$ cat src/rtl/edge_config_controller.sv
// Turns four raw board buttons into edits of a shadow configuration set.
// The active outputs copy the shadow only on frame boundaries, so a frame never mixes two settings.
module edge_config_controller #(
   parameter int DEBOUNCE_CYCLES = 250000,
   parameter int HOLD_CYCLES     = 12500000,
   parameter int REPEAT_CYCLES   = 2500000
) (
   input  logic       clk25,
   input  logic       rst,
   input  logic       btnUp,
   input  logic       btnDown,
   input  logic       btnSel,
   input  logic       btnDefault,
   input  logic       frameDone,
   output logic [2:0] edgeType,
   output logic       edgeDetectEnable,
   output logic [3:0] cutThresh,
   output logic [3:0] absThresh,
   output logic [3:0] totThresh,
   output logic [3:0] numEdgesNeeded,
   output logic [3:0] sobelKernelThresh,
   output logic [6:0] gradThresh,
   output logic       gradMax,
   output logic       shiftBrightness,
   output logic [3:0] selIndex,
   output logic       pending
);

   localparam logic [2:0] ST_IDLE     = 3'd0;
   localparam logic [2:0] ST_DEBOUNCE = 3'd1;
   localparam logic [2:0] ST_PRESSED  = 3'd2;
   localparam logic [2:0] ST_HELD     = 3'd3;
   localparam logic [2:0] ST_RELEASE  = 3'd4;

   localparam int MAX_A   = (DEBOUNCE_CYCLES > HOLD_CYCLES) ? DEBOUNCE_CYCLES : HOLD_CYCLES;
   localparam int MAX_CYC = (MAX_A > REPEAT_CYCLES) ? MAX_A : REPEAT_CYCLES;
   localparam int CNT_W   = $clog2(MAX_CYC + 1);

   localparam logic [CNT_W-1:0] DEB_LAST  = CNT_W'(DEBOUNCE_CYCLES - 1);
   localparam logic [CNT_W-1:0] HOLD_LAST = CNT_W'(HOLD_CYCLES - 1);
   localparam logic [CNT_W-1:0] REP_LAST  = CNT_W'(REPEAT_CYCLES - 1);

   typedef struct packed {
      logic [2:0] edgeType;
      logic       enable;
      logic [3:0] cut;
      logic [3:0] abs;
      logic [3:0] tot;
      logic [3:0] num;
      logic [3:0] sobel;
      logic [6:0] grad;
      logic       gradMax;
      logic       shift;
   } cfgT;

   localparam cfgT CFG_DEFAULT = '{edgeType: 3'b000, enable: 1'b0, cut: 4'h8, abs: 4'h4,
                                   tot: 4'h6, num: 4'h0, sobel: 4'h3, grad: 7'd32,
                                   gradMax: 1'b0, shift: 1'b1};

   function automatic logic [3:0] step4(input logic [3:0] v, input logic up);
      if (up) return (v == 4'hF) ? v : v + 4'd1;
      return (v == 4'h0) ? v : v - 4'd1;
   endfunction

   function automatic logic [6:0] step7(input logic [6:0] v, input logic up);
      if (up) return (v == 7'd127) ? v : v + 7'd1;
      return (v == 7'd0) ? v : v - 7'd1;
   endfunction

   // Button bit order: 0 Up, 1 Down, 2 Sel, 3 Default.
   logic [3:0] btnRaw;
   logic [3:0] btnMeta;
   logic [3:0] btnSync;
   logic [3:0] btnArmed;
   logic [3:0] btnEvent;

   assign btnRaw = {btnDefault, btnSel, btnDown, btnUp};

   // Synchronizers reset high so a button held through reset is not armed until seen low.
   always_ff @(posedge clk25 or posedge rst) begin
      if (rst) begin
         btnMeta  <= '1;
         btnSync  <= '1;
         btnArmed <= '0;
      end else begin
         btnMeta  <= btnRaw;
         btnSync  <= btnMeta;
         btnArmed <= btnArmed | ~btnSync;
      end
   end

   genvar gi;
   generate
      for (gi = 0; gi < 4; gi++) begin : g_btn
         localparam bit CAN_REPEAT = (gi < 2);
         logic [2:0]       state;
         logic [CNT_W-1:0] cnt;
         logic             eventReg;

         assign btnEvent[gi] = eventReg;

         always_ff @(posedge clk25 or posedge rst) begin
            if (rst) begin
               state    <= ST_IDLE;
               cnt      <= '0;
               eventReg <= 1'b0;
            end else begin
               eventReg <= 1'b0;
               case (state)
                  ST_IDLE: begin
                     if (btnSync[gi] && btnArmed[gi]) begin
                        state <= ST_DEBOUNCE;
                        cnt   <= CNT_W'(1);
                     end
                  end
                  ST_DEBOUNCE: begin
                     if (!btnSync[gi]) begin
                        state <= ST_IDLE;
                        cnt   <= '0;
                     end else if (cnt >= DEB_LAST) begin
                        state    <= ST_PRESSED;
                        cnt      <= '0;
                        eventReg <= 1'b1;
                     end else begin
                        cnt <= cnt + 1'b1;
                     end
                  end
                  ST_PRESSED: begin
                     if (!btnSync[gi]) begin
                        state <= ST_RELEASE;
                        cnt   <= '0;
                     end else if (CAN_REPEAT) begin
                        if (cnt == HOLD_LAST) begin
                           state <= ST_HELD;
                           cnt   <= '0;
                        end else begin
                           cnt <= cnt + 1'b1;
                        end
                     end
                  end
                  ST_HELD: begin
                     if (!btnSync[gi]) begin
                        state <= ST_RELEASE;
                        cnt   <= '0;
                     end else if (cnt == REP_LAST) begin
                        cnt      <= '0;
                        eventReg <= 1'b1;
                     end else begin
                        cnt <= cnt + 1'b1;
                     end
                  end
                  ST_RELEASE: begin
                     if (btnSync[gi]) begin
                        cnt <= '0;
                     end else if (cnt >= DEB_LAST) begin
                        state <= ST_IDLE;
                        cnt   <= '0;
                     end else begin
                        cnt <= cnt + 1'b1;
                     end
                  end
                  default: begin
                     state <= ST_IDLE;
                     cnt   <= '0;
                  end
               endcase
            end
         end
      end
   endgenerate

   logic upEv;
   logic dnEv;
   logic selEv;
   logic defEv;
   assign upEv  = btnEvent[0] & ~btnEvent[1];
   assign dnEv  = btnEvent[1] & ~btnEvent[0];
   assign selEv = btnEvent[2];
   assign defEv = btnEvent[3];

   logic fdMeta;
   logic fdSync;
   logic fdPrev;
   logic commit;
   assign commit = fdSync & ~fdPrev;

   always_ff @(posedge clk25 or posedge rst) begin
      if (rst) begin
         fdMeta <= 1'b0;
         fdSync <= 1'b0;
         fdPrev <= 1'b0;
      end else begin
         fdMeta <= frameDone;
         fdSync <= fdMeta;
         fdPrev <= fdSync;
      end
   end

   cfgT shadow;
   cfgT active;

   // Edits use the index as it was this cycle; the Sel advance lands alongside.
   always_ff @(posedge clk25 or posedge rst) begin
      if (rst) begin
         shadow   <= CFG_DEFAULT;
         selIndex <= 4'd0;
      end else if (defEv) begin
         shadow <= CFG_DEFAULT;
      end else begin
         if (upEv || dnEv) begin
            case (selIndex)
               4'd0:    shadow.edgeType <= upEv ? shadow.edgeType + 3'd1 : shadow.edgeType - 3'd1;
               4'd1:    shadow.enable   <= ~shadow.enable;
               4'd2:    shadow.cut      <= step4(shadow.cut, upEv);
               4'd3:    shadow.abs      <= step4(shadow.abs, upEv);
               4'd4:    shadow.tot      <= step4(shadow.tot, upEv);
               4'd5:    shadow.num      <= step4(shadow.num, upEv);
               4'd6:    shadow.sobel    <= step4(shadow.sobel, upEv);
               4'd7:    shadow.grad     <= step7(shadow.grad, upEv);
               4'd8:    shadow.gradMax  <= ~shadow.gradMax;
               4'd9:    shadow.shift    <= ~shadow.shift;
               default: ;
            endcase
         end
         if (selEv) selIndex <= (selIndex == 4'd9) ? 4'd0 : selIndex + 4'd1;
      end
   end

   // Active copy takes the pre-edit shadow when a commit and an edit coincide.
   always_ff @(posedge clk25 or posedge rst) begin
      if (rst) begin
         active  <= CFG_DEFAULT;
         pending <= 1'b0;
      end else begin
         if (commit) active <= shadow;
         pending <= (shadow != active);
      end
   end

   assign edgeType          = active.edgeType;
   assign edgeDetectEnable  = active.enable;
   assign cutThresh         = active.cut;
   assign absThresh         = active.abs;
   assign totThresh         = active.tot;
   assign numEdgesNeeded    = active.num;
   assign sobelKernelThresh = active.sobel;
   assign gradThresh        = active.grad;
   assign gradMax           = active.gradMax;
   assign shiftBrightness   = active.shift;

endmodule

$ cat config.mk
export PLATFORM = sky130hd
export DESIGN_NAME = edge_config_controller
export DESIGN_NICKNAME = d
export VERILOG_FILES = /design/src/rtl/edge_config_controller.sv
export SDC_FILE = /design/constraint.sdc
export NUM_CORES = 1
export LEC_CHECK = 0
export CORE_MARGIN = 5
export CORE_UTILIZATION = 28
export CTS_BUF_LIST = sky130_fd_sc_hd__clkbuf_8
export DETAILED_ROUTE_END_ITERATION = 10
export MAX_ROUTING_LAYER = met4
export SETUP_SLACK_MARGIN = 0.4
export SYNTH_ARGS = -nofsm -noshare
export SYNTH_HDL_FRONTEND = slang
export SYNTH_SLANG_ARGS = --single-unit
$ cat constraint.sdc
create_clock -name clk25 -period 9.7 [get_ports clk25]
set_input_delay 1.94 -clock clk25 [delete_from_list [all_inputs] [get_ports clk25]]
set_output_delay 1.94 -clock clk25 [all_outputs]
set_load 0.02 [all_outputs]
; Word level (Yosys, flattened, before mapping)
; Cells that the tools add are included.
[totals]
regBits = 198
out_inout_bits = 38
wordCells = 338
input_bits = 7
[op_classes]
mux = 143
eq_ne = 74
reduce_logical = 46
add_sub_neg = 19
bitwise = 12
n_lt_le_gt_ge = 4
[ops]
columns = operator, count
row1 = 24-bit two-way mux, 30
row2 = 24-bit one-hot mux with 5 select lines, 4
row3 = 4-bit two-way mux, 26
row4 = "24-bit by 1-bit adder with 24-bit output, second input constant", 4
row5 = "24-bit by 22-bit equality test with 1-bit output, second input constant", 4
row6 = "24-bit by 18-bit greater-or-equal comparator with 1-bit output, second input constant", 4
row7 = 3-bit two-way mux, 30
row8 = 33-bit two-way mux, 2
row9 = "24-bit equality test, second input constant", 2
row10 = 1-bit two-way mux, 38
row11 = "2-bit inequality test, second input constant", 18
row12 = "3-bit inequality test, second input constant", 12
row13 = 7-bit two-way mux, 5
row14 = 33-bit inequality test, 1
row15 = 3-bit one-hot mux with 5 select lines, 2
row16 = "4-bit equality test, second input constant", 7
row17 = "4-bit by 1-bit adder with 4-bit output, second input constant", 6
row18 = "3-bit by 2-bit equality test with 1-bit output, second input constant", 8
row19 = 4-bit zero test, 6
row20 = "4-bit inequality test, second input constant", 6
row21 = 3-bit one-hot mux with 4 select lines, 2
row22 = 4-bit AND reduction, 6
row23 = 2-bit nonzero test, 11
row24 = "4-bit by 1-bit subtractor with 4-bit output, second input constant", 5
row25 = other kinds (23), 59

; Longest topological paths before layout
; Gate-level depths: netlist of run 1.
[logic_depth]
ltp_word = 10
ltp_mapped = 11
mapped_depth_nobuf = 10

; Worst setup path before layout of run 1
; Ideal clock, no wire load.
[synth_path]
path_type = flip-flop to flip-flop
from = register g_btn[1].eventReg
to = register shadow[8] (netlist bit)
period_less_slack_ns = 3.419
slack_ns = 6.281
stages_incl_launch_ff = 11
arrival_time_ns = 3.294
path_buffers = 1
required_time_ns = 9.575
cell_sequence = dfrtp_1 > inv_1 > ha_1 > clkbuf_1 > clkinv_1 > ha_1 > nor2b_1 > o31a_1 > o21a_1 > o31ai_1 > mux2_2
[synth_between]
elab_chain_cells = 10
word_cells_on_any_way = 16
cone_classes = eq/ne: 2 / mux: 8 / bitwise: 3 / reduce/logical: 3
[synth_lines]
columns = element, line_no
row1 = "start, declared", 98  ; logic eventReg;
row2 = "start signal, assigned", 106  ; eventReg <= 1'b0;
row3 = "start signal, assigned", 108  ; eventReg <= 1'b0;
row4 = "start signal, assigned", 123  ; eventReg <= 1'b1;
row5 = 1-bit inverter, 176  ; assign upEv = btnEvent[0] & ~btnEvent[1];
row6 = 1-bit AND, 176
row7 = 1-bit two-way mux, 66  ; if (up) return (v == 7'd127) ? v : v + 7'd1;
row8 = 1-bit two-way mux, 211  ; case (selIndex)
row9 = 1-bit two-way mux, 210  ; if (upEv || dnEv) begin
row10 = 1-bit two-way mux, 207  ; end else if (defEv) begin
row11 = 7-bit two-way mux, 67  ; return (v == 7'd0) ? v : v - 7'd1;
row12 = 7-bit two-way mux, 211
row13 = 33-bit two-way mux, 210
row14 = 33-bit two-way mux, 207
row15 = "end, declared", 199  ; cfgT shadow;
; Several ways; a longest one is shown, not always the timed one. The select of a mux whose other input is x is not followed.
; A chain may end at the register's enable or synchronous reset.

; Final worst setup path of run 1
; Same ends and word-level chain as after synthesis.

==> results.toml, run 1 <==
[status]
status = "completed"

[sta]
tightest_slew_ps = 1070
clock_skew_ps = 25.1
min_period_ps = 4030
rsz0062_at_grt = "false"
finalHoldViolCount = 0
setup_ws_ps = 5670
tns_ps = 0
slew_viol_final = 0
period_share_pct = 41.6
relSlewSlack_pct = 28.3
finalSetupViolCount = 0
max_freq_mhz = 248

[finish]
layout_commonest_cell = "dfrtp_1"
fill_cells = 4007
layout.nets = 1173
drive_gt1_share_pct = 9.38
antenna_cells = 0
multiInputGateArea_mm2 = 0.00558
seqCellArea_mm2 = 0.00498
final_cell_mix = "dfrtp_1, nand2_1, nor2_1"
final_util_pct = 31.6
syn_to_final_growth_pct = 12.1
stdcell_area_mm2 = 0.0122

[min_path]
min_path_type = "flip-flop to flip-flop"

[drt]
wire_per_inst_um = 14.1
routed_wl_um = 23600
drt-initial-drc-count = 536
vias = 8258
ant_nets = 0
dr.pass1.iters = 7
drc = 0
vias_per_cell = 4.94

[run]
max_cap_viol_count = 0

[worst_setup_path]
cp-start-kind = "flip-flop"
cp_slowest_cell = "clkinv_1"
crit_required_ps = 10060
crit_chain = "inv_1, ha_1, clkinv_1, ha_1, nor2b_1, o31a_1, o21a_1, o31ai_1, mux2_2"
worst-path-max-fanout = 25
endpoint_kind = "flip-flop"
cp_slowest_stage_delay_ps = 960
crit_type = "flip-flop to flip-flop"
cp_data_arrival_time_ps = 4390
cpMostUsedCell = "ha_1"

[floorplanning]
num_rows = 72
fp.dieH_um = 207
dieArea_mm2 = 0.0429
initial_core_util_pct = 28.2
die_w_um = 207
core_mm2 = 0.0386
io_pins = 45

[synthesis]
synth_seq_area_share_pct = 45.8
synth_edf_count = 0
ys_warn_count = 0
syn_area_mm2 = 0.0109
synthesis.instances = 1118
async_flop_share_pct = 100
yosysTopAreaCellShare_pct = 40.0
synthTopCellsByArea = "dfrtp_1, dfstp_2, xor2_1"
syn_area_per_cell_um2 = 9.73
synth.largest_area_cell = "dfrtp_1"
synth_seq_cells = 198
synth_cell_types = 71
synth_ff_type = "dfrtp_1"
synth_nets = 1152

[placement]
pre_cts_ws_ps = 5470
dpl_cell_area_mm2 = 0.0118
portBuffers = 44
dp_hpwl_um = 16100
routabilityCongestion = 0.828

[clocking]
htreeDepth = 4
clkSlewWorstSetupHoldPaths_ps = 100
cts_hold_buf = 0
cts_buffers = 17
cts_buffer_depth = 2
cts_root_buf = "clkbuf_8"
cts_resized = 0
clk_latency_ps = 480
clkSinkCount = 198
postCtsSetupBuffers = 0
cts_tree = "yes"

[power_and_ir_drop]
pwr_density_cell_mw_per_mm2 = 121
p_leak_nw = 5.22
ir_drop_mv = 0.0714

[global_routing]
antenna_found_initial = 0
grt_max_degree = 122
grt_pass1_wl_um = 40800
overflow = 0
grt.total_usage_pct = 11.4
grt_pass1_vias = 8037
path summary, 6_finish.rpt:
| check | startpoint | to | slack (ps) | depth (start not counted) |
|---|---|---|---|---|
| min | fdMeta | fdSync | 360 | 0 |
| min in group asynchronous | rst | g_btn[0].cnt[8] | 2000 | 2 |
| max | g_btn[1].eventReg | shadow[8] | 5670 | 9 |
| min reg2reg | fdMeta | fdSync | 360 | 0 |
| max in group asynchronous | rst | totThresh[3] | 6100 | 3 |
| max reg2reg | g_btn[1].eventReg | shadow[8] | 5670 | 9 |
report_power, final:
group	switching (mW)	internal [mW]	total (mW)
clock	0.303	0.213	0.517
combinational	0.0692	0.0321	0.101
sequential	0.0195	0.839	0.859
per-stage QoR:
step | instances | hold WS [ps] | power [mW]
detailed placement | 1638 | 350 | 0.979
finish | 1670 | 361 | 1.48
global route | 1670 | 372 | 1.56
floorplan | 1118 | 331 | 0.950
global placement | 1638 | 337 | 0.976
CTS | 1670 | 368 | 1.51
worst max-delay path: cells and delay by family (launching register included):
kind	cells	cell delay [ps]
compound gates	3	700
fa+ha+maj	2	1310
buf+inv	2	1010
flops	1	370
mux	1	370
simple gates	1	160
cell usage after synthesis (17+ instances only):
cell / instances
nor4_1: 26
ha_1: 20
nand2b_1: 17
mux2_2: 34
dfrtp_1: 174
nand3_1: 36
nand4_1: 31
a21o_1: 21
nor3_1: 34
o21ai_0: 45
nand2_1: 105
inv_1: 27
xnor2_1: 46
dfstp_2: 24
a21oi_1: 56
and3_1: 24
clkbuf_1: 34
xor2_1: 58
nor2_1: 98
area by class of cell:
type / count / area share (%)
multi-input combinational: 843 / 45.8
clock buffer: 18 / 2.03
inverter: 28 / 0.924
sequential: 198 / 40.9
clock inverter: 14 / 1.03
timing repair buffer: 51 / 4.04
tap: 518 / 5.32
flip-flops by register name (all words and copies together) (netlist names), 3 cells and up:
| name | flops |
|---|---|
| gradThresh | 7 |
| edgeType | 3 |
| btnArmed | 4 |
| shadow | 33 |
| absThresh | 4 |
| btnSync | 4 |
| selIndex | 4 |
| cutThresh | 4 |
| g_btn.eventReg | 3 |
| numEdgesNeeded | 4 |
| btnMeta | 4 |
| sobelKernelThresh | 4 |
| g_btn.cnt | 96 |
| g_btn.state | 12 |
| totThresh | 4 |
cell families (layout without fill, tap and decap cells):
kind of cell | count (synthesis) | count (layout) | share of synthesized area [%]
multiplexers | 40 | 40 | 4.07
buffers and inverters | 77 | 111 | 2.97
XOR/XNOR | 104 | 104 | 8.38
flip-flops | 198 | 198 | 45.8
AND/OR/NAND/NOR | 460 | 460 | 22.0
AO/OA/AOI/OAI | 212 | 212 | 13.1
adder cells (fa/ha/maj) | 27 | 27 | 3.59
routing by layer:
| layer | track usage (%) | wire [µm] | up-vias |
|---|---|---|---|
| met3 | 2.01 | 803 | 16 |
| met1 | 16.2 | 11900 | 4062 |
| met2 | 16.8 | 10500 | 138 |
| li1 | - | - | 4042 |
| met5 | - | 0 | - |
| met4 | 3.08 | 338 | 0 |
(Power assumes the default switching activity.)
==> run 2: changes to the inputs <==
clock period = 3.7 ns   (was 9.7 ns; I/O delays follow)
==> run 2 against run 1 <==
- first-iteration DRC count is 7.8% lower
- maximum frequency rose by 41%
- register-to-register slack got worse by 4800 ps
- non-clock buffer count up 7
- setup slack worse by 4800 ps
- clock skew is 7.4 ps lower
- die area unchanged
- clock power grew to 2.9 times the previous value
- critical path type unchanged
- largest cell class unchanged
==> results.toml, run 2 (synthesis gave the netlist of run 1 again) <==
[sta]
slew_viol_final = 0
clock_skew_ps = 17.7
relSlewSlack_pct = 31.4
rsz0062_at_grt = "false"
period_share_pct = 77.1
tightest_slew_ps = 1030
finalHoldViolCount = 0
tns_ps = 0
finalSetupViolCount = 0
max_freq_mhz = 351
min_period_ps = 2850

[global_routing]
grt_pass1_wl_um = 41300
overflow = 0
grt_pass1_vias = 7962
grt_max_degree = 143
antenna_found_initial = 0
grt.total_usage_pct = 11.5

[worst_setup_path]
path_delay_family = "compound AO/OA/AOI/OAI gates"
cp_slowest_stage_delay_ps = 560
crit_type = "flip-flop to flip-flop"
crit_required_ps = 4070
cp_slowest_cell = "nor3b_1"
cp_data_arrival_time_ps = 3220
worst-path-max-fanout = 9
endpoint_kind = "flip-flop"
cp-start-kind = "flip-flop"
crit_chain = "ha_1, nor3b_1, o2111ai_1, a21oi_2, nand2_1, o31ai_1, mux2_2"
r2r_slack_ps = 850
worst-path-buf-inv = 0

[placement]
routabilityCongestion = 0.825
portBuffers = 44
dp_hpwl_um = 16500

[drt]
drc = 0
routed_wl_um = 23900
vias = 8272
wire_per_inst_um = 14.3
dr.pass1.iters = 5
vias_per_cell = 4.93
drt-initial-drc-count = 494
ant_nets = 0

[finish]
largest_reg_flops = 96
antenna_cells = 0
biggestRegsByFlops = "g_btn.cnt: 96 flops, shadow: 33 flops, g_btn.state: 12 flops"
layout.nets = 1180
final_cell_mix = "dfrtp_1, nand2_1, nor2_1"
syn_to_final_growth_pct = 13.1
top_register = "g_btn.cnt"
drive_gt1_share_pct = 10.2
layout_commonest_cell = "dfrtp_1"

[clocking]
htreeDepth = 4
postCtsSetupBuffers = 0
cts_buffers = 17
cts_hold_buf = 0
clk_latency_ps = 480
cts_root_buf = "clkbuf_8"
clkSlewWorstSetupHoldPaths_ps = 110
cts_resized = 0
cts_tree = "yes"
clkSinkCount = 198
cts_buffer_depth = 2

[floorplanning]
fp.dieH_um = 207
die_w_um = 207
initial_core_util_pct = 28.2
num_rows = 72
core_mm2 = 0.0386
dieArea_mm2 = 0.0429
io_pins = 45

[power_and_ir_drop]
p_leak_nw = 5.27
ir_drop_mv = 0.227
pwr_density_cell_mw_per_mm2 = 327
total_power_mw = 4.02

[run]
max_cap_viol_count = 0

[status]
status = "completed"

[min_path]
min_path_type = "flip-flop to flip-flop"
run 2: layer usage:
metal  routed length, µm  global-route usage (%)
met3                 672                    2.13
met5                   0                       -
met4                 297                    3.06
met1               11900                    15.7
met2               11100                    17.7
run 2: final cells by class:
cell class                      instances  area [µm²]
Fill cell                            3966       26300
Tap cell                              518         648
Sequential cell                       198        4980
Multi-Input combinational cell        843        5580
Timing Repair Buffer                   58         558
Clock buffer                           19         262
Inverter                               28         110
Clock inverter                         13         158
run 2: report_power, final:
group          internal (mW)  switching [mW]  total [mW]
registers               2.20          0.0508        2.25
clock network          0.661           0.834        1.50
logic                 0.0892           0.184       0.273
run 2: worst reg2reg max path: cells and delay by family, from the launching register on:
kind            cells  cell delay, ps
compound gates      3            1030
simple gates        2             670
mux                 1             360
flops               1             380
fa+ha+maj           1             320
run 2: per-stage QoR:
stage / util, % / hold slack [ps] / worst slack (ps) / instance area, µm² / std cells
3_3_place_gp: 30.8 / 337 / 983 / 11900 / 1645
3_5_place_dp: 30.8 / 335 / 888 / 11900 / 1645
2_1_floorplan: - / 331 / 419 / 10900 / 1118
5_1_grt: 31.9 / 369 / 681 / 12300 / 1677
6_report: 31.9 / 356 / 848 / 12300 / 1677
4_1_cts: 31.9 / 358 / 858 / 12300 / 1677
run 2: final timing paths:
path | startpoint | end | cells past startpoint
min in group asynchronous | rst | g_btn[0].cnt[2] | 3
min reg2reg | fdMeta | fdSync | 0
min | fdMeta | fdSync | 0
max | g_btn[0].eventReg | shadow[8] | 7
max reg2reg | g_btn[0].eventReg | shadow[8] | 7
max in group asynchronous | rst | g_btn[3].cnt[9] | 3
==> run 3: changes to the inputs <==
clock period = 2.4 ns   (was 3.7 ns; I/O delays follow)
==> run 3 against run 2 <==
- the flow now finishes with violations (setup timing)
- sequential share of layout area shrank 7.6 points
- clock power grew 37%
- sequential power grew 54%
- routed wire length grew 20%
- via count grew 9.0%
- power grew 64%
- worst hold slack lost 13 ps
- highest routed layer unchanged
- sequential cell count is the same
- global-route usage grew 2.0 points
- maximum frequency grew 14%
==> results.toml, run 3 (synthesis gave the netlist of run 1 again) <==
[status]
status = "finished with violations"
violations = "setup timing"

[global_routing]
grt_max_degree = 65
grt_pass1_wl_um = 47500
antenna_found_initial = 0
grt_pass1_vias = 9231
grt.total_usage_pct = 13.5
overflow = 0

[sta]
relSlewSlack_pct = 65.7
tightest_slew_ps = 510
finalSetupViolCount = 24
period_share_pct = 105
setup_ws_ps = -109
finalHoldViolCount = 0
tns_ps = -1240
rsz0062_at_grt = "true"
max_freq_mhz = 399
slew_viol_final = 0
clock_skew_ps = 18.4
min_period_ps = 2510

[drt]
vias = 9018
drc = 0
ant_nets = 0
dr.pass1.iters = 5
vias_per_cell = 4.96
drt-initial-drc-count = 487
routed_wl_um = 28800
wire_per_inst_um = 15.9

[floorplanning]
core_mm2 = 0.0386
fp.dieH_um = 207
die_w_um = 207
dieArea_mm2 = 0.0429
num_rows = 72
initial_core_util_pct = 28.2
io_pins = 45

[clocking]
cts_tree = "yes"
cts_buffer_depth = 2
cts_root_buf = "clkbuf_8"
clkSinkCount = 198
clkSlewWorstSetupHoldPaths_ps = 120
clk_latency_ps = 500
htreeDepth = 4
cts_hold_buf = 0
cts_buffers = 17

[finish]
biggestRegsByFlops = "g_btn.cnt: 96 flops, shadow: 33 flops, g_btn.state: 12 flops"
stdcell_count = 1817
stdcell_area_mm2 = 0.0152
top_register = "g_btn.cnt"
final_cell_mix = "dfrtp_1, nand2_1, buf_4"
drive_gt1_share_pct = 34.1
antenna_cells = 0
layout_commonest_cell = "dfrtp_1"
layout.nets = 1320
syn_to_final_growth_pct = 39.4
final_util_pct = 39.3
largest_reg_flops = 96

[placement]
dp_cells = 1702
dp_hpwl_um = 18000
portBuffers = 44
dpl_cell_area_mm2 = 0.0127
routabilityCongestion = 0.849

[worst_setup_path]
cp_slowest_cell = "or4_4"
crit_chain = "or4_4, or4_4, o2111a_1, a31oi_4, buf_12, buf_6, nor3b_2, a21o_1"
endpoint_kind = "flip-flop"
cp_slowest_stage_delay_ps = 550
worst-path-max-fanout = 7
path_delay_family = "simple AND/OR/NAND/NOR gates"
cp_data_arrival_time_ps = 2910
crit_type = "flip-flop to flip-flop"
cpMostUsedCell = "or4_4"
crit_required_ps = 2810
worst-path-buf-inv = 2
cp-start-kind = "flip-flop"

[power_and_ir_drop]
pwr_density_cell_mw_per_mm2 = 434
ir_drop_mv = 0.321
p_leak_nw = 6.54
switching_share_pct = 29.0
power_frac_clock_pct = 31.2
power_frac_comb_pct = 16.3
power_switching_mw = 1.91
seqPwrFrac_pct = 52.6
power.internal_mw = 4.67

[run]
max_cap_viol_count = 0

[min_path]
min_path_type = "input port to asynchronous set/reset pin"
## run 3: cell types whose count changed in the layout (fill, tap and decap cells not counted), moves of 23 or more
cell | previous run | this run
o21ai_2 | 0 | 23
clkdlybuf4s50_1 | 44 | 7
a21oi_1 | 56 | 26
nor2_4 | 0 | 38
buf_6 | 0 | 35
dlygate4sd2_1 | 0 | 35
a21oi_2 | 1 | 30
nor2_1 | 98 | 57
buf_4 | 13 | 87
o21ai_0 | 45 | 21
## run 3: worst paths after layout
kind / cells past startpoint / from / to / slack, ps
worst min register to register: 0 / fdMeta / fdSync / 350
worst min-delay path: 2 / rst / g_btn[0].state[0] / 340
worst max register to register: 8 / g_btn[3].cnt[20] / g_btn[3].cnt[3] / -110
max in group asynchronous: 3 / rst / shadow[7] / 1370
worst max-delay path: 8 / g_btn[3].cnt[20] / g_btn[3].cnt[3] / -110
min in group clk25: 0 / fdMeta / fdSync / 350
## run 3: area by class of cell
class                           instances  area (µm²)
Multi-Input combinational cell        843        6860
Tap cell                              518         648
Inverter                               28         135
Sequential cell                       198        4990
Fill cell                            3748       23400
Timing Repair Buffer                  198        2170
Clock buffer                           17         234
Clock inverter                         15         123
## run 3: metal layers
metal | GRT usage, % | vias to the layer above | wire length (µm)
met4 | 3.42 | 0 | 337
met3 | 2.30 | 28 | 721
li1 | - | 4341 | -
met1 | 17.2 | 4539 | 13100
met5 | - | - | 0
met2 | 22.5 | 110 | 14700
## run 3: power by group through the flow
stage	combinational [mW]	clock, mW	sequential [mW]
4_1_cts	1.00	2.14	3.45
3_5_place_dp	0.589	0	3.52
3_3_place_gp	0.581	0	3.52
5_1_grt	1.15	2.28	3.47
2_1_floorplan	0.440	0	3.50
6_report	1.07	2.05	3.46
## run 3: through the flow
stage / hold slack [ps] / power [mW] / worst slack (ps)
3_3_place_gp: 334 / 4.10 / -86.6
6_report: 342 / 6.58 / -109
4_1_cts: 317 / 6.60 / -114
3_5_place_dp: 336 / 4.11 / -113
2_1_floorplan: 331 / 3.94 / -621
5_1_grt: 335 / 6.89 / -167
## run 3: what timing repair did
item	in CTS	in global routing
gates resized for setup	216	85
cloned	11	2
setup endpoints to repair	144	130
pin swaps	65	46
setup buffers	54	16
## run 3: worst reg2reg max path: cells and delay by family, from the launching register on
kind,cells,cell delay (ps)
AO/OA/AOI/OAI,3,670
AND/OR/NAND/NOR,3,1070
buffers and inverters,2,260
flip-flops,1,410
